[config.mk]
export PLATFORM = sky130hd
export DESIGN_NAME = regfile_port_ctrl_flat
export DESIGN_NICKNAME = d
export VERILOG_FILES = /design/src/rtl/regfile_port_ctrl_if.sv /design/src/rtl/regfile_port_ctrl.sv /design/src/flat_wrapper.sv
export SDC_FILE = /design/constraint.sdc
export NUM_CORES = 1
export LEC_CHECK = 0
export BUFFER_PORTS_ARGS = -buffer_cell sky130_fd_sc_hd__buf_2
export CAP_MARGIN = 20
export CELL_PAD_IN_SITES_DETAIL_PLACEMENT = 0
export CELL_PAD_IN_SITES_GLOBAL_PLACEMENT = 2
export CORE_MARGIN = 10
export CORE_UTILIZATION = 15
export CTS_BUF_LIST = sky130_fd_sc_hd__clkbuf_4 sky130_fd_sc_hd__clkbuf_8
export DETAILED_ROUTE_END_ITERATION = 16
export HOLD_SLACK_MARGIN = 0.1
export PLACE_DENSITY_LB_ADDON = 0.12
export SLEW_MARGIN = 5
export SYNTH_ARGS = -nofsm -noshare
export SYNTH_HDL_FRONTEND = slang
export SYNTH_SLANG_ARGS = --single-unit
[constraint.sdc]
create_clock -name clk -period 1.9 [get_ports clk]
set_clock_uncertainty 0.05 [all_clocks]
set_input_delay 0.19 -clock clk [delete_from_list [all_inputs] [get_ports clk]]
set_output_delay 0.19 -clock clk [all_outputs]
set_load 0.02 [all_outputs]
[src/rtl/regfile_port_ctrl_if.sv]
// Write-port bundle between the register file controller, the core writeback
// path, the debug write requester and the register file itself.
interface regfile_port_ctrl_if #(
    parameter int AW = 5,
    parameter int DW = 32
);
    logic          core_we;
    logic [AW-1:0] core_addr;
    logic [DW-1:0] core_data;
    logic          core_stall;

    logic          dbg_wr_req;
    logic [3:0]    dbg_wr_addr;
    logic [DW-1:0] dbg_wr_data;
    logic          dbg_wr_ack;

    logic          init_busy;

    logic          rf_we;
    logic [AW-1:0] rf_addr;
    logic [DW-1:0] rf_data;

    // Requester side: core writeback and debug port drive requests, see results.
    modport master (
        output core_we, core_addr, core_data,
        output dbg_wr_req, dbg_wr_addr, dbg_wr_data,
        input  core_stall, dbg_wr_ack, init_busy,
        input  rf_we, rf_addr, rf_data
    );

    // Controller side.
    modport slave (
        input  core_we, core_addr, core_data,
        input  dbg_wr_req, dbg_wr_addr, dbg_wr_data,
        output core_stall, dbg_wr_ack, init_busy,
        output rf_we, rf_addr, rf_data
    );
endinterface

[src/rtl/regfile_port_ctrl.sv]
// Owner of the register file write port. Clears r1..r(NREG-1) after reset,
// then arbitrates between core writeback (default winner) and a debug write
// requester. A starvation counter forces one debug grant after MAX_WAIT
// blocked cycles, stalling the core for that single cycle.
//
//   state    | meaning
//   ---------+---------------------------------------------------------
//   ST_INIT  | clearing r1..r(NREG-1), one register per cycle, core stalled
//   ST_RUN   | normal arbitration between core writeback and debug writes
module regfile_port_ctrl #(
    parameter int NREG     = 16,
    parameter int AW       = 5,
    parameter int DW       = 32,
    parameter int MAX_WAIT = 8
) (
    input  logic                 clk,
    input  logic                 rst,
    regfile_port_ctrl_if.slave   bus
);

    localparam int            WCW      = $clog2(MAX_WAIT + 1);
    localparam logic [AW-1:0] LAST_IDX = AW'(NREG - 1);
    localparam logic [WCW-1:0] WAIT_MAX = WCW'(MAX_WAIT);

    typedef enum logic [0:0] {
        ST_INIT = 1'b0,
        ST_RUN  = 1'b1
    } state_t;

    state_t         state;
    state_t         next_state;
    logic [AW-1:0]  init_idx;
    logic [WCW-1:0] wait_cnt;
    logic           dbg_done;

    logic           dbg_pend;
    logic           force_dbg;
    logic           core_grant;
    logic           dbg_grant;
    logic           we_req;
    logic           addr_ok;
    logic [AW-1:0]  gnt_addr;
    logic [DW-1:0]  gnt_data;
    logic           stall;
    logic           busy;

    // Request qualification: a held request that was already served is not pending.
    always_comb begin
        dbg_pend  = bus.dbg_wr_req && !dbg_done;
        force_dbg = dbg_pend && (wait_cnt == WAIT_MAX);
    end

    // Next-state, grant selection and write-port drive.
    always_comb begin
        next_state = state;
        core_grant = 1'b0;
        dbg_grant  = 1'b0;
        we_req     = 1'b0;
        gnt_addr   = '0;
        gnt_data   = '0;
        stall      = 1'b0;
        busy       = 1'b0;

        case (state)
            ST_INIT: begin
                we_req   = 1'b1;
                gnt_addr = init_idx;
                stall    = 1'b1;
                busy     = 1'b1;
                if (init_idx == LAST_IDX) begin
                    next_state = ST_RUN;
                end
            end
            ST_RUN: begin
                if (force_dbg) begin
                    dbg_grant = 1'b1;
                    stall     = bus.core_we;
                end else if (bus.core_we) begin
                    core_grant = 1'b1;
                end else if (dbg_pend) begin
                    dbg_grant = 1'b1;
                end
            end
            default: begin
                next_state = ST_INIT;
            end
        endcase

        if (dbg_grant) begin
            we_req   = 1'b1;
            gnt_addr = AW'(bus.dbg_wr_addr);
            gnt_data = bus.dbg_wr_data;
        end else if (core_grant) begin
            we_req   = 1'b1;
            gnt_addr = bus.core_addr;
            gnt_data = bus.core_data;
        end

        // r0 is hard-wired zero and addresses past NREG do not exist; the grant
        // still completes so the requester is not left hanging.
        addr_ok = (gnt_addr != '0) && (32'(gnt_addr) < NREG);

        // Reset is asynchronous, so the port must be quiet while it is held,
        // not just from the first edge afterwards.
        if (rst) begin
            we_req    = 1'b0;
            dbg_grant = 1'b0;
            stall     = 1'b1;
            busy      = 1'b1;
        end
    end

    // Output drive to the shared bundle.
    always_comb begin
        bus.rf_we      = we_req && addr_ok;
        bus.rf_addr    = gnt_addr;
        bus.rf_data    = gnt_data;
        bus.core_stall = stall;
        bus.dbg_wr_ack = dbg_grant;
        bus.init_busy  = busy;
    end

    // State register, clear index, one-shot debug flag and starvation counter.
    always_ff @(posedge clk or posedge rst) begin
        if (rst) begin
            state    <= ST_INIT;
            init_idx <= AW'(1);
            wait_cnt <= '0;
            dbg_done <= 1'b0;
        end else begin
            state <= next_state;

            if (state == ST_INIT) begin
                init_idx <= init_idx + 1'b1;
            end

            if (!bus.dbg_wr_req) begin
                dbg_done <= 1'b0;
            end else if (dbg_grant) begin
                dbg_done <= 1'b1;
            end

            if (dbg_grant || !dbg_pend) begin
                wait_cnt <= '0;
            end else if (core_grant && (wait_cnt != WAIT_MAX)) begin
                wait_cnt <= wait_cnt + 1'b1;
            end
        end
    end

endmodule
[src/flat_wrapper.sv]
// flat-port wrapper written by rule: the top's interface ports become plain ports
module regfile_port_ctrl_flat 
#(
    parameter int NREG     = 16,
    parameter int AW       = 5,
    parameter int DW       = 32,
    parameter int MAX_WAIT = 8
)
  (clk, rst, bus_core_we, bus_core_addr, bus_core_data, bus_dbg_wr_req, bus_dbg_wr_addr, bus_dbg_wr_data, bus_core_stall, bus_dbg_wr_ack, bus_init_busy, bus_rf_we, bus_rf_addr, bus_rf_data);
  regfile_port_ctrl_if #(.AW(AW), .DW(DW)) bus_i ();
  input  logic clk;
  input  logic rst;
  input wire logic [$bits(bus_i.core_we)-1:0] bus_core_we;
  input wire logic [$bits(bus_i.core_addr)-1:0] bus_core_addr;
  input wire logic [$bits(bus_i.core_data)-1:0] bus_core_data;
  input wire logic [$bits(bus_i.dbg_wr_req)-1:0] bus_dbg_wr_req;
  input wire logic [$bits(bus_i.dbg_wr_addr)-1:0] bus_dbg_wr_addr;
  input wire logic [$bits(bus_i.dbg_wr_data)-1:0] bus_dbg_wr_data;
  output wire logic [$bits(bus_i.core_stall)-1:0] bus_core_stall;
  output wire logic [$bits(bus_i.dbg_wr_ack)-1:0] bus_dbg_wr_ack;
  output wire logic [$bits(bus_i.init_busy)-1:0] bus_init_busy;
  output wire logic [$bits(bus_i.rf_we)-1:0] bus_rf_we;
  output wire logic [$bits(bus_i.rf_addr)-1:0] bus_rf_addr;
  output wire logic [$bits(bus_i.rf_data)-1:0] bus_rf_data;
  assign bus_i.core_we = bus_core_we;
  assign bus_i.core_addr = bus_core_addr;
  assign bus_i.core_data = bus_core_data;
  assign bus_i.dbg_wr_req = bus_dbg_wr_req;
  assign bus_i.dbg_wr_addr = bus_dbg_wr_addr;
  assign bus_i.dbg_wr_data = bus_dbg_wr_data;
  assign bus_core_stall = bus_i.core_stall;
  assign bus_dbg_wr_ack = bus_i.dbg_wr_ack;
  assign bus_init_busy = bus_i.init_busy;
  assign bus_rf_we = bus_i.rf_we;
  assign bus_rf_addr = bus_i.rf_addr;
  assign bus_rf_data = bus_i.rf_data;
  regfile_port_ctrl #(.NREG(NREG), .AW(AW), .DW(DW), .MAX_WAIT(MAX_WAIT)) u_core (.clk(clk), .rst(rst), .bus(bus_i));
endmodule
Word-level counts from Yosys, hierarchy flattened
Cells that the tools add are included.
W data, S select, Z words.
{"block": "classes", "add_sub_neg": 2, "n_mul": 0, "n_div": 0, "order_cmp": 1, "n_eq_ne": 4, "shift": 0, "mux": 27, "bitwise": 1, "n_reduce_logical": 10}
{"op": "$mux W32", "count": 2}
{"op": "$mux W1", "count": 19}
{"op": "$mux W5", "count": 3}
{"op": "$mux W4", "count": 2}
{"op": "$add A5 B1 Y5 const B", "count": 1}
{"op": "$eq A5 B4 Y1 const B", "count": 1}
{"op": "$logic_and A1 B1 Y1", "count": 5}
{"op": "$lt A5 B5 Y1 const B", "count": 1}
{"op": "$reduce_bool A5 Y1", "count": 1}
{"op": "$add A4 B1 Y4 const B", "count": 1}
{"op": "$eq A4 B4 Y1 const B", "count": 1}
{"op": "$ne A4 B4 Y1 const B", "count": 1}
{"op": "$logic_not A1 Y1", "count": 2}
{"op": "$ne A2 B1 Y1 const B", "count": 1}
{"op": "$pmux W1 S2", "count": 1}
{"op": "$reduce_bool A2 Y1", "count": 1}
{"op": "$logic_or A1 B1 Y1", "count": 1}
{"op": "$not A1 Y1", "count": 1}
{"block": "word_totals", "regBits": 11, "latch_bits": 0, "mem_bits_rw": 0, "romBits": 0, "in_bits": 77, "out_inout_bits": 41, "word_cells": 49, "memories": 0}

Depth between registers and ports, before layout
Gate-level depths: netlist (run 1).
{"block": "depth", "word_depth": 10, "mapped_depth": 7, "mapped_depth_nobuf": 6}

Least setup slack after synthesis (run 1)
OpenSTA, ideal clock, no wires.
{"block": "synth_timing", "path_kind": "flip-flop to output port", "start": "register u_core.wait_cnt[0]", "end": "output port bus_rf_we", "arrival_ns": 1.884, "required_time_ns": 1.660, "path_slack_ns": -0.224, "path_stages_with_launch": 8, "path_buffers": 1, "cell_sequence": "dfrtp_1 -> inv_1 -> ha_1 -> and3b_1 -> buf_4 -> nand2_2 -> a221o_1 -> o41a_1"}
{"block": "synth_via", "elab_chain_cells": 9, "word_cells_on_any_way": 15, "cone_classes": "order compare: 1; eq/ne: 1; mux: 9; reduce/logical: 4"}
{"element": "start: declaration", "line_no": "regfile_port_ctrl.sv:33", "rtl": "logic [WCW-1:0] wait_cnt;"}
{"element": "start signal: assignment", "line_no": "regfile_port_ctrl.sv:146", "rtl": "wait_cnt <= wait_cnt + 1'b1;"}
{"element": "$eq A4 B4 Y1 (*)", "line_no": "regfile_port_ctrl.sv:50", "rtl": "force_dbg = dbg_pend && (wait_cnt == WAIT_MAX);"}
{"element": "$logic_and A1 B1 Y1 (*)", "line_no": "regfile_port_ctrl.sv:50"}
{"element": "$mux W1", "line_no": "regfile_port_ctrl.sv:75", "rtl": "if (force_dbg) begin"}
{"element": "$mux W1", "line_no": "regfile_port_ctrl.sv:64", "rtl": "case (state)"}
{"element": "$mux W5", "line_no": "regfile_port_ctrl.sv:93", "rtl": "end else if (core_grant) begin"}
{"element": "$mux W5 (*)", "line_no": "regfile_port_ctrl.sv:89", "rtl": "if (dbg_grant) begin"}
{"element": "via bus_rf_addr[2]", "line_no": "flat_wrapper.sv:23", "rtl": "output wire logic [$bits(bus_i.rf_addr)-1:0] bus_rf_addr;"}
{"element": "$lt A5 B5 Y1 or $reduce_bool A5 Y1 (tied branches)", "line_no": "regfile_port_ctrl.sv:101", "rtl": "addr_ok = (gnt_addr != '0) && (32'(gnt_addr) < NREG);"}
{"element": "$logic_and A1 B1 Y1 (*)", "line_no": "regfile_port_ctrl.sv:101"}
{"element": "$logic_and A1 B1 Y1 (*)", "line_no": "regfile_port_ctrl.sv:115", "rtl": "bus.rf_we = we_req && addr_ok;"}
{"element": "end: declaration", "line_no": "flat_wrapper.sv:22", "rtl": "output wire logic [$bits(bus_i.rf_we)-1:0] bus_rf_we;"}
The timed path passes the listed nets; every way through them passes the cells marked *.

Worst setup path in the final report (run 1)
{"block": "layout_timing", "start": "register u_core.wait_cnt[0]", "end": "output port bus_rf_we"}
{"block": "layout_via", "elab_chain_cells": 9, "word_cells_on_any_way": 15, "cone_classes": "order compare: 1; eq/ne: 1; mux: 9; reduce/logical: 4"}
{"element": "$eq A4 B4 Y1 (*)", "line_no": "regfile_port_ctrl.sv:50"}
{"element": "$logic_and A1 B1 Y1 (*)", "line_no": "regfile_port_ctrl.sv:50"}
{"element": "$mux W1", "line_no": "regfile_port_ctrl.sv:75"}
{"element": "$mux W1", "line_no": "regfile_port_ctrl.sv:64"}
{"element": "$mux W5", "line_no": "regfile_port_ctrl.sv:93"}
{"element": "$mux W5", "line_no": "regfile_port_ctrl.sv:89"}
{"element": "$lt A5 B5 Y1 or $reduce_bool A5 Y1 (tied branches)", "line_no": "regfile_port_ctrl.sv:101"}
{"element": "$logic_and A1 B1 Y1", "line_no": "regfile_port_ctrl.sv:101"}
{"element": "$logic_and A1 B1 Y1 (*)", "line_no": "regfile_port_ctrl.sv:115"}
Every way passes the cells marked *; elsewhere a longest branch is shown, timed or not.

==> results of run 1 <==
## registers in the layout, summed over array words and instances (netlist names)
signal           count
u_core.dbg_done      1
u_core.init_idx      5
u_core.state         1
u_core.wait_cnt      4
## power breakdown
part / internal (mW) / switching [mW] / total (mW)
combinational: 0.290 / 0.242 / 0.531
sequential: 0.239 / 0.00188 / 0.241
clock: 0.161 / 0.0827 / 0.244
total: 0.689 / 0.326 / 1.02
## metal layers
layer	routed length, um	vias to the layer above
met4	85	0
met2	2980	74
li1	-	735
met1	2380	658
met3	479	6
met5	0	-
## layout by cell type (no fill, tap or decap), drive strengths merged, types with 2 or more instances in the layout
| cell | count |
|---|---|
| buf | 145 |
| a22o | 32 |
| dfrtp | 10 |
| nor2 | 8 |
| xnor2 | 5 |
| nand2 | 5 |
| inv | 4 |
| and3 | 4 |
| ha | 4 |
| clkbuf | 4 |
| nor2b | 3 |
| nand3b | 3 |
| o21ai | 3 |
| a221o | 3 |
| a21oi | 3 |
| nand3 | 2 |
## metrics by stage
stage | hold slack (ns) | util (%) | setup slack (ns) | instance area (sq um) | instances
final | 0.157 | 34.4 | -0.375 | 2340 | 354
after global routing | 0.157 | 34.4 | -0.464 | 2340 | 354
after CTS | 0.149 | 34.6 | -0.391 | 2350 | 353
after detailed placement | 0.201 | 27.2 | -0.179 | 1850 | 339
after global placement | 0.203 | 27.2 | -0.164 | 1850 | 339
after floorplan | -0.0000812 | - | -0.185 | 1050 | 117
## worst max-delay path, delay by kind of cell, from the launching register on
| family | cells | cell delay, ns |
|---|---|---|
| compound gates | 2 | 0.75 |
| fa+ha+maj | 1 | 0.17 |
| buf+inv | 2 | 0.20 |
| flops | 1 | 0.37 |
| simple gates | 2 | 0.30 |
## kinds of logic after synthesis
group	synth area share, %
xor+xnor	5.02
flops	26.4
simple gates	17.4
compound gates	38.4
buf+inv	5.97
mux	2.03
fa+ha+maj	4.78
## timing repair
item / CTS / global route
hold endpoints to repair: 10 / 0
setup buffers: 9 / 3
gates resized for setup: 92 / 5
hold buffers: 1 / 0
pin swaps: 40 / 9
cloned: 3 / 0
endpoints found under the setup margin: 39 / 39
## area by class of cell
type / instances / share of cell area (%)
Clock buffer: 4 / 2.09
Antenna cell: 1 / 0.107
Timing Repair Buffer: 146 / 48.6
Tap cell: 96 / 5.14
Multi-Input combinational cell: 92 / 31.6
Sequential cell: 11 / 11.8
Inverter: 4 / 0.642
## worst max path at each step
stage / start / to / slack, ns / depth (start not counted)
after global routing: u_core.wait_cnt[0] / bus_rf_we / -0.46 / 7
after detailed placement: u_core.wait_cnt[0] / bus_rf_we / -0.18 / 7
after global placement: u_core.wait_cnt[0] / bus_rf_we / -0.16 / 7
final: u_core.wait_cnt[0] / bus_rf_we / -0.37 / 7
after floorplan: u_core.wait_cnt[0] / bus_rf_we / -0.18 / 7
after CTS: u_core.wait_cnt[0] / bus_rf_we / -0.39 / 7
==> impl_metrics.py, run 1 <==
metrics = {
    "run_status": {
        "status": "finished with violations",
        "violations": "setup timing",
    },
    "detailed_routing": {
        "route.detailed.drc": 0,
        "drt-wirelength-per-cell_um": 16.7,
        "drtAntennaViolNets": 0,
        "vias": 1473,
        "firstDrtPassIters": 3,
        "vias_per_cell": 4.16,
        "drt-total-wl_um": 5930,
        "drt_iter0_drc": 29,
    },
    "logic_synthesis": {
        "synth.avg_cell_area_sq_um": 8.95,
        "ys_types": 37,
        "yosys-top-cells-count": "a22o_1, dfrtp_1, nor2_1",
        "seq_area_frac_synth_pct": 26.4,
        "synth_top_area_share_pct": 26.8,
        "ys_ff_latch": 11,
        "syn_nets": 198,
        "yosys_most_used_dff": "dfrtp_1",
        "synth_most_common_cell": "a22o_1",
        "async_flop_share_pct": 100,
        "synth_warnings": 0,
        "yosys.area.top_type": "a22o_1",
        "synth_cells": 117,
        "synth-edff-count": 0,
        "synth.area.top_cells": "a22o_1, dfrtp_1, ha_1",
        "synth_area_sq_um": 1050,
    },
    "placed_design": {
        "portBuffers": 117,
        "dp_hpwl_um": 4790,
        "gp_congestion": 0.731,
    },
    "worst_setup_path": {
        "r2r_cells": 8,
        "critPathRequiredTime_ns": 1.66,
        "path_max_fanout": 4,
        "cp.arrival_ns": 2.03,
        "crit_type": "reg -> out",
        "r2r-start": "u_core.wait_cnt[0]",
        "timing.rr.end": "u_core.dbg_done",
        "critPathMaxStageDelay_ns": 0.44,
        "cp-end-kind": "output pin",
        "rrSetupSlack_ns": 0.28,
        "crit_slowest_cell": "o41a_1",
        "worst_setup_path_start_kind": "flop",
        "crit_chain": "inv_1 -> ha_2 -> and3b_2 -> nand2_2 -> a221o_1 -> o41a_1 -> buf_6",
    },
    "power": {
        "cellLeakagePower_nw": 1.23,
        "p_per_area_nw_per_um2": 434,
        "finalPower_mw": 1.02,
        "ir_drop_uv": 278,
    },
    "grt": {
        "use_met1_pct": 11.4,
        "antenna_found_initial": 1,
        "grt.busiest_layer": "met2",
        "grt_max_degree": 34,
        "grtUsageMet2_pct": 19.2,
        "grt_pass1_vias": 1636,
        "grt_pass1_wl_um": 9290,
        "grt_use_total_pct": 10.6,
        "grt_overflow": 0,
        "grt_use_met3_pct": 3.28,
    },
    "clock_tree": {
        "cts.sinks": 11,
        "tritoncts": "built",
        "cts.clk_slew.worst_paths_ns": 0.05,
        "htreeDepth": 1,
        "cts_made_buffers": 3,
        "cts.path.max_buffers": 2,
        "clock_latency_ns": 0.24,
        "clockRootBuffer": "clkbuf_8",
    },
    "cells_and_area": {
        "drive_gt1_share_pct": 63.0,
        "nets": 339,
        "multiInputGateArea_sq_um": 738,
        "ff_latch_area_sq_um": 277,
        "areaGrowthSynthToFinish_pct": 123,
        "fillCellCount": 697,
    },
    "sta": {
        "fmax_mhz": 440,
        "relSlewSlack_pct": 74.9,
        "setup_viol": 38,
        "drv_slew": 0,
        "setup_ws_ns": -0.375,
        "min_period_ns": 2.27,
        "rsz0062_at_grt": "yes",
        "tns_ns": -6.83,
        "hold_violations": 0,
        "worstMarginPinSlew_ns": 0.376,
        "period_share_pct": 120,
    },
    "worst_hold_path": {
        "min_path_cells": 2,
        "min-delay-start": "bus_dbg_wr_req",
        "hp-class": "in -> reg",
        "holdPathEnd": "u_core.dbg_done",
    },
    "die": {
        "dieHeight_um": 104,
        "die_area_sq_um": 10700,
        "start_util_pct": 15.4,
        "core.rowCount": 30,
        "ios": 118,
        "die_w_um": 104,
        "coreArea_sq_um": 6790,
    },
    "run": {
        "maxCapViolCount": 0,
    },
}
No activity file was read; power rests on OpenSTA's default activity.
==> run 2: changes to the inputs <==
Settings changed: CORE_MARGIN 10 to 2, PLACE_DENSITY_LB_ADDON 0.12 to 0.1.
==> impl_metrics.py, run 2 (synthesis gave the netlist of run 1 again) <==
metrics = {
    "die": {
        "coreArea_sq_um": 6760,
        "dieHeight_um": 87.6,
        "ios": 118,
        "die_w_um": 87.6,
        "die_area_sq_um": 7670,
        "start_util_pct": 15.5,
        "core.rowCount": 30,
    },
    "sta": {
        "relSlewSlack_pct": 81.6,
        "setup_ws_ns": -0.425,
        "drv_slew": 0,
        "period_share_pct": 122,
        "rsz0062_at_grt": "yes",
        "min_period_ns": 2.33,
        "setup_viol": 39,
        "worstMarginPinSlew_ns": 0.275,
        "hold_violations": 0,
        "fmax_mhz": 430,
    },
    "cells_and_area": {
        "drive_gt1_share_pct": 62.8,
        "fillCellCount": 761,
        "mostFrequentLayoutCells": "buf_2, a22o_1, buf_4",
        "instances_no_fill": 333,
        "reg_top3": "u_core.init_idx: 5 flops, u_core.wait_cnt: 4 flops",
        "areaGrowthSynthToFinish_pct": 93.8,
        "final_core_util_pct": 30.0,
        "diodes": 0,
        "nets": 335,
        "top_register": "u_core.init_idx",
        "layout_commonest_cell": "buf_2",
        "largest_register_ffs": 5,
    },
    "placed_design": {
        "dp.cells": 325,
        "gp_congestion": 0.735,
        "portBuffers": 117,
        "dp_hpwl_um": 4220,
    },
    "run_status": {
        "status": "finished with violations",
        "violations": "setup timing",
    },
    "detailed_routing": {
        "route.detailed.drc": 0,
        "drtAntennaViolNets": 0,
        "firstDrtPassIters": 3,
        "vias_per_cell": 4.34,
        "drt-total-wl_um": 5030,
        "drt-wirelength-per-cell_um": 15.1,
        "drt_iter0_drc": 36,
        "vias": 1444,
    },
    "power": {
        "pwr-share-comb_pct": 46.9,
        "power.internal_uw": 589,
        "p_clk_share_pct": 26.7,
        "cellLeakagePower_nw": 1.14,
        "sw_frac_of_total_pct": 35.3,
        "finalPower_uw": 911,
        "seqPwrFrac_pct": 26.4,
        "ir_drop_uv": 232,
        "p_per_area_nw_per_um2": 449,
        "switching_power_uw": 322,
    },
    "worst_setup_path": {
        "crit_type": "reg -> out",
        "path_max_fanout": 4,
        "cp-startpoint": "u_core.wait_cnt[0]",
        "r2r-start": "u_core.wait_cnt[0]",
        "worst_setup_path_start_kind": "flop",
        "critPathRequiredTime_ns": 1.66,
        "rrSetupSlack_ns": 0.30,
        "r2r_cells": 8,
        "cp-end-kind": "output pin",
        "critPathCapture": "bus_rf_we",
        "cp.arrival_ns": 2.09,
        "timing.rr.end": "u_core.wait_cnt[2]",
    },
    "clock_tree": {
        "htreeDepth": 1,
        "cts.sinks": 11,
        "cts_made_buffers": 3,
        "tritoncts": "built",
        "cts.clk_slew.worst_paths_ns": 0.06,
        "cts.path.max_buffers": 2,
        "clockRootBuffer": "clkbuf_8",
        "clock_latency_ns": 0.24,
    },
    "run": {
        "maxCapViolCount": 0,
    },
    "grt": {
        "grt_overflow": 0,
        "grt_max_degree": 34,
        "grt_pass1_wl_um": 6990,
        "grt_pass1_vias": 1303,
        "grt_use_total_pct": 11.8,
        "antenna_found_initial": 0,
    },
    "worst_hold_path": {
        "hp-class": "in -> reg",
    },
}
## run 2: cell count changes in the layout (fill, tap and decap cells not counted), sizes merged
cell	change
clkinv	+1
clkbuf	-1
buf	-4
diode	-1
## run 2: repair_timing
item | CTS | global route
pin swaps | 4 | 4
hold buffers | 1 | 0
hold endpoints to repair | 10 | 0
endpoints found under the setup margin | 39 | 40
setup buffers | 3 | 2
resized for setup | 11 | 16
## run 2: power by group through the flow
stage | clock network [mW] | logic, mW | registers [mW]
after CTS | 0.254 | 0.417 | 0.240
final | 0.244 | 0.427 | 0.240
after global routing | 0.272 | 0.461 | 0.240
after global placement | 0 | 0.405 | 0.244
after detailed placement | 0 | 0.400 | 0.244
after floorplan | 0 | 0.206 | 0.245
## run 2: layer usage
metal  track usage (%)  routed length, um
met2              19.8               2450
met3              2.64                381
met5                 0                  0
met1              15.7               2180
met4              1.68                 19
## run 2: final cells by class
| class | count | area, sq um | area share, % |
|---|---|---|---|
| timing repair buffer | 142 | 848 | 41.8 |
| multi-input combinational | 92 | 743 | 36.6 |
| sequential | 11 | 277 | 13.6 |
| tap | 80 | 100 | 4.93 |
| clock buffer | 3 | 41.3 | 2.03 |
| inverter | 4 | 15.0 | 0.740 |
| clock inverter | 1 | 5.00 | 0.247 |
## run 2: critical path, cell delays in order, from the launching register on
cell and delay, ns:
dfrtp_1 0.38, inv_1 0.06, ha_2 0.17, and3b_2 0.25, nand2_2 0.08, a221o_1 0.31, o41a_1 0.45, buf_6 0.15
## run 2: worst min path at each step
stage / startpoint / to / slack (ns) / cells after the start
final: bus_dbg_wr_req / u_core.dbg_done / 0.15 / 2
after global routing: bus_dbg_wr_req / u_core.dbg_done / 0.15 / 2
after CTS: bus_dbg_wr_req / u_core.dbg_done / 0.14 / 2
after detailed placement: rst / u_core.init_idx[4] / 0.20 / 3
after global placement: rst / u_core.init_idx[4] / 0.21 / 3
after floorplan: rst / u_core.dbg_done / -0.00008 / 1
## run 2: per-stage QoR
step           setup TNS [ns]  instance area, sq um  hold slack [ns]  worst slack [ns]
4_1_cts                 -9.93                  1970            0.143            -0.429
5_1_grt                -11.31                  2030            0.153            -0.519
6_report                -6.52                  2030            0.149            -0.425
2_1_floorplan          -0.185                  1050       -0.0000812            -0.185
3_5_place_dp            -1.26                  1860            0.204            -0.207
3_3_place_gp            -1.02                  1860            0.207            -0.188
==> run 3: changes to the inputs <==
Settings changed: BUFFER_PORTS_ARGS -buffer_cell sky130_fd_sc_hd__buf_2 to -buffer_cell sky130_fd_sc_hd__buf_4.
==> impl_metrics.py, run 3 (synthesis gave the netlist of run 1 again) <==
metrics = {
    "cells_and_area": {
        "ff_latch_area_sq_um": 277,
        "final_core_util_pct": 33.0,
        "reg_top3": "u_core.init_idx: 5 flops, u_core.wait_cnt: 4 flops",
        "largest_register_ffs": 5,
        "fillCellCount": 720,
        "top_register": "u_core.init_idx",
        "drive_gt1_share_pct": 61.0,
        "layout_commonest_cell": "buf_4",
        "multiInputGateArea_sq_um": 716,
        "mostFrequentLayoutCells": "buf_4, a22o_1, dfrtp_1",
        "nets": 333,
        "areaGrowthSynthToFinish_pct": 113,
        "diodes": 0,
    },
    "power": {
        "p_clk_share_pct": 23.6,
        "cellLeakagePower_nw": 1.20,
        "power.internal_uw": 654,
        "ir_drop_uv": 249,
        "seqPwrFrac_pct": 25.1,
        "p_per_area_nw_per_um2": 430,
        "switching_power_uw": 304,
        "sw_frac_of_total_pct": 31.7,
        "finalPower_uw": 958,
        "pwr-share-comb_pct": 51.3,
    },
    "die": {
        "start_util_pct": 15.5,
        "coreArea_sq_um": 6760,
        "die_w_um": 87.6,
        "core.rowCount": 30,
        "die_area_sq_um": 7670,
        "dieHeight_um": 87.6,
        "ios": 118,
    },
    "detailed_routing": {
        "drt_iter0_drc": 20,
        "drt-total-wl_um": 5180,
        "firstDrtPassIters": 4,
        "vias_per_cell": 4.37,
        "vias": 1448,
        "drtAntennaViolNets": 0,
        "drt-wirelength-per-cell_um": 15.6,
        "route.detailed.drc": 0,
    },
    "worst_setup_path": {
        "path_max_fanout": 4,
        "r2r_cells": 8,
        "critPathRequiredTime_ns": 1.66,
        "cp.arrival_ns": 2.04,
        "timing.rr.end": "u_core.wait_cnt[0]",
        "crit_type": "reg -> out",
        "rrSetupSlack_ns": 0.17,
        "r2r-start": "u_core.wait_cnt[0]",
        "cp-startpoint": "u_core.wait_cnt[0]",
        "worst_setup_path_start_kind": "flop",
        "cp-end-kind": "output pin",
        "critPathCapture": "bus_rf_we",
    },
    "worst_hold_path": {
        "hp-class": "in -> reg",
    },
    "sta": {
        "min_period_ns": 2.28,
        "fmax_mhz": 439,
        "relSlewSlack_pct": 73.4,
        "tns_ns": -6.63,
        "drv_slew": 0,
        "setup_viol": 39,
        "worstMarginPinSlew_ns": 0.399,
        "setup_ws_ns": -0.380,
        "period_share_pct": 120,
        "hold_violations": 0,
        "rsz0062_at_grt": "yes",
    },
    "grt": {
        "antenna_found_initial": 0,
        "grt_pass1_wl_um": 7290,
        "grt_pass1_vias": 1436,
        "grt_max_degree": 34,
        "grt_use_total_pct": 12.2,
        "grt_overflow": 0,
    },
    "clock_tree": {
        "cts.path.max_buffers": 2,
        "cts.clk_slew.worst_paths_ns": 0.05,
        "clockRootBuffer": "clkbuf_8",
        "htreeDepth": 1,
        "cts_made_buffers": 3,
        "clock_latency_ns": 0.23,
        "cts.sinks": 11,
        "tritoncts": "built",
    },
    "run": {
        "maxCapViolCount": 0,
    },
    "placed_design": {
        "dp_hpwl_um": 4440,
        "gp_congestion": 0.775,
        "portBuffers": 117,
    },
    "run_status": {
        "violations": "setup timing",
        "status": "finished with violations",
    },
}
## run 3: how the worst min path moves through the flow
stage / startpoint / to / slack [ns] / depth (start not counted)
2_1_floorplan: rst / u_core.dbg_done / -0.00008 / 1
3_3_place_gp: rst / u_core.dbg_done / 0.19 / 3
3_5_place_dp: rst / u_core.dbg_done / 0.20 / 3
4_1_cts: bus_dbg_wr_req / u_core.dbg_done / 0.14 / 2
5_1_grt: bus_dbg_wr_req / u_core.dbg_done / 0.16 / 2
6_report: bus_dbg_wr_req / u_core.dbg_done / 0.14 / 2
## run 3: layout make-up
class,instances,share of cell area [%]
timing repair buffer,140,48.3
clock buffer,3,1.85
clock inverter,1,0.224
tap,80,4.49
inverter,4,0.673
sequential,11,12.4
multi-input combinational,92,32.1
## run 3: layer usage
layer	wire [um]	share of wire, %	global-route usage, %	vias to the layer above
met3	359	6.9	1.70	2
met4	20	0.39	2.52	0
met2	2760	53	22.9	57
li1	-	-	-	718
met5	0	0	0	-
met1	2040	39	14.8	671
## run 3: power groups by stage
stage	logic, mW	clock network [mW]	registers (mW)
6_report	0.492	0.226	0.240
5_1_grt	0.526	0.257	0.241
4_1_cts	0.495	0.239	0.240
3_5_place_dp	0.480	0	0.244
3_3_place_gp	0.479	0	0.244
2_1_floorplan	0.206	0	0.245
## run 3: repair_timing
action                     4_1_cts  5_1_grt
hold endpoints to repair        10        0
resized for setup                7        3
hold buffers                     1        0
setup buffers                    4        1
setup endpoints to repair       39       42
cloned                           0        0
pin swaps                        4        3
## run 3: worst max-delay path: stages, from the launching register on
cell     delay [ns]
dfrtp_1        0.37
inv_1          0.06
ha_1           0.16
and3b_2        0.24
nand2_2        0.09
a221o_1        0.31
o41a_1         0.44
buf_6          0.15
## run 3: stage by stage
stage,hold WS (ns),instance area [sq um],std cells,setup slack [ns]
finish,0.144,2230,331,-0.380
CTS,0.137,2220,330,-0.381
global placement,0.192,2110,321,-0.129
detailed placement,0.198,2110,321,-0.184
floorplan,-0.0000812,1050,117,-0.185
global route,0.158,2230,331,-0.474
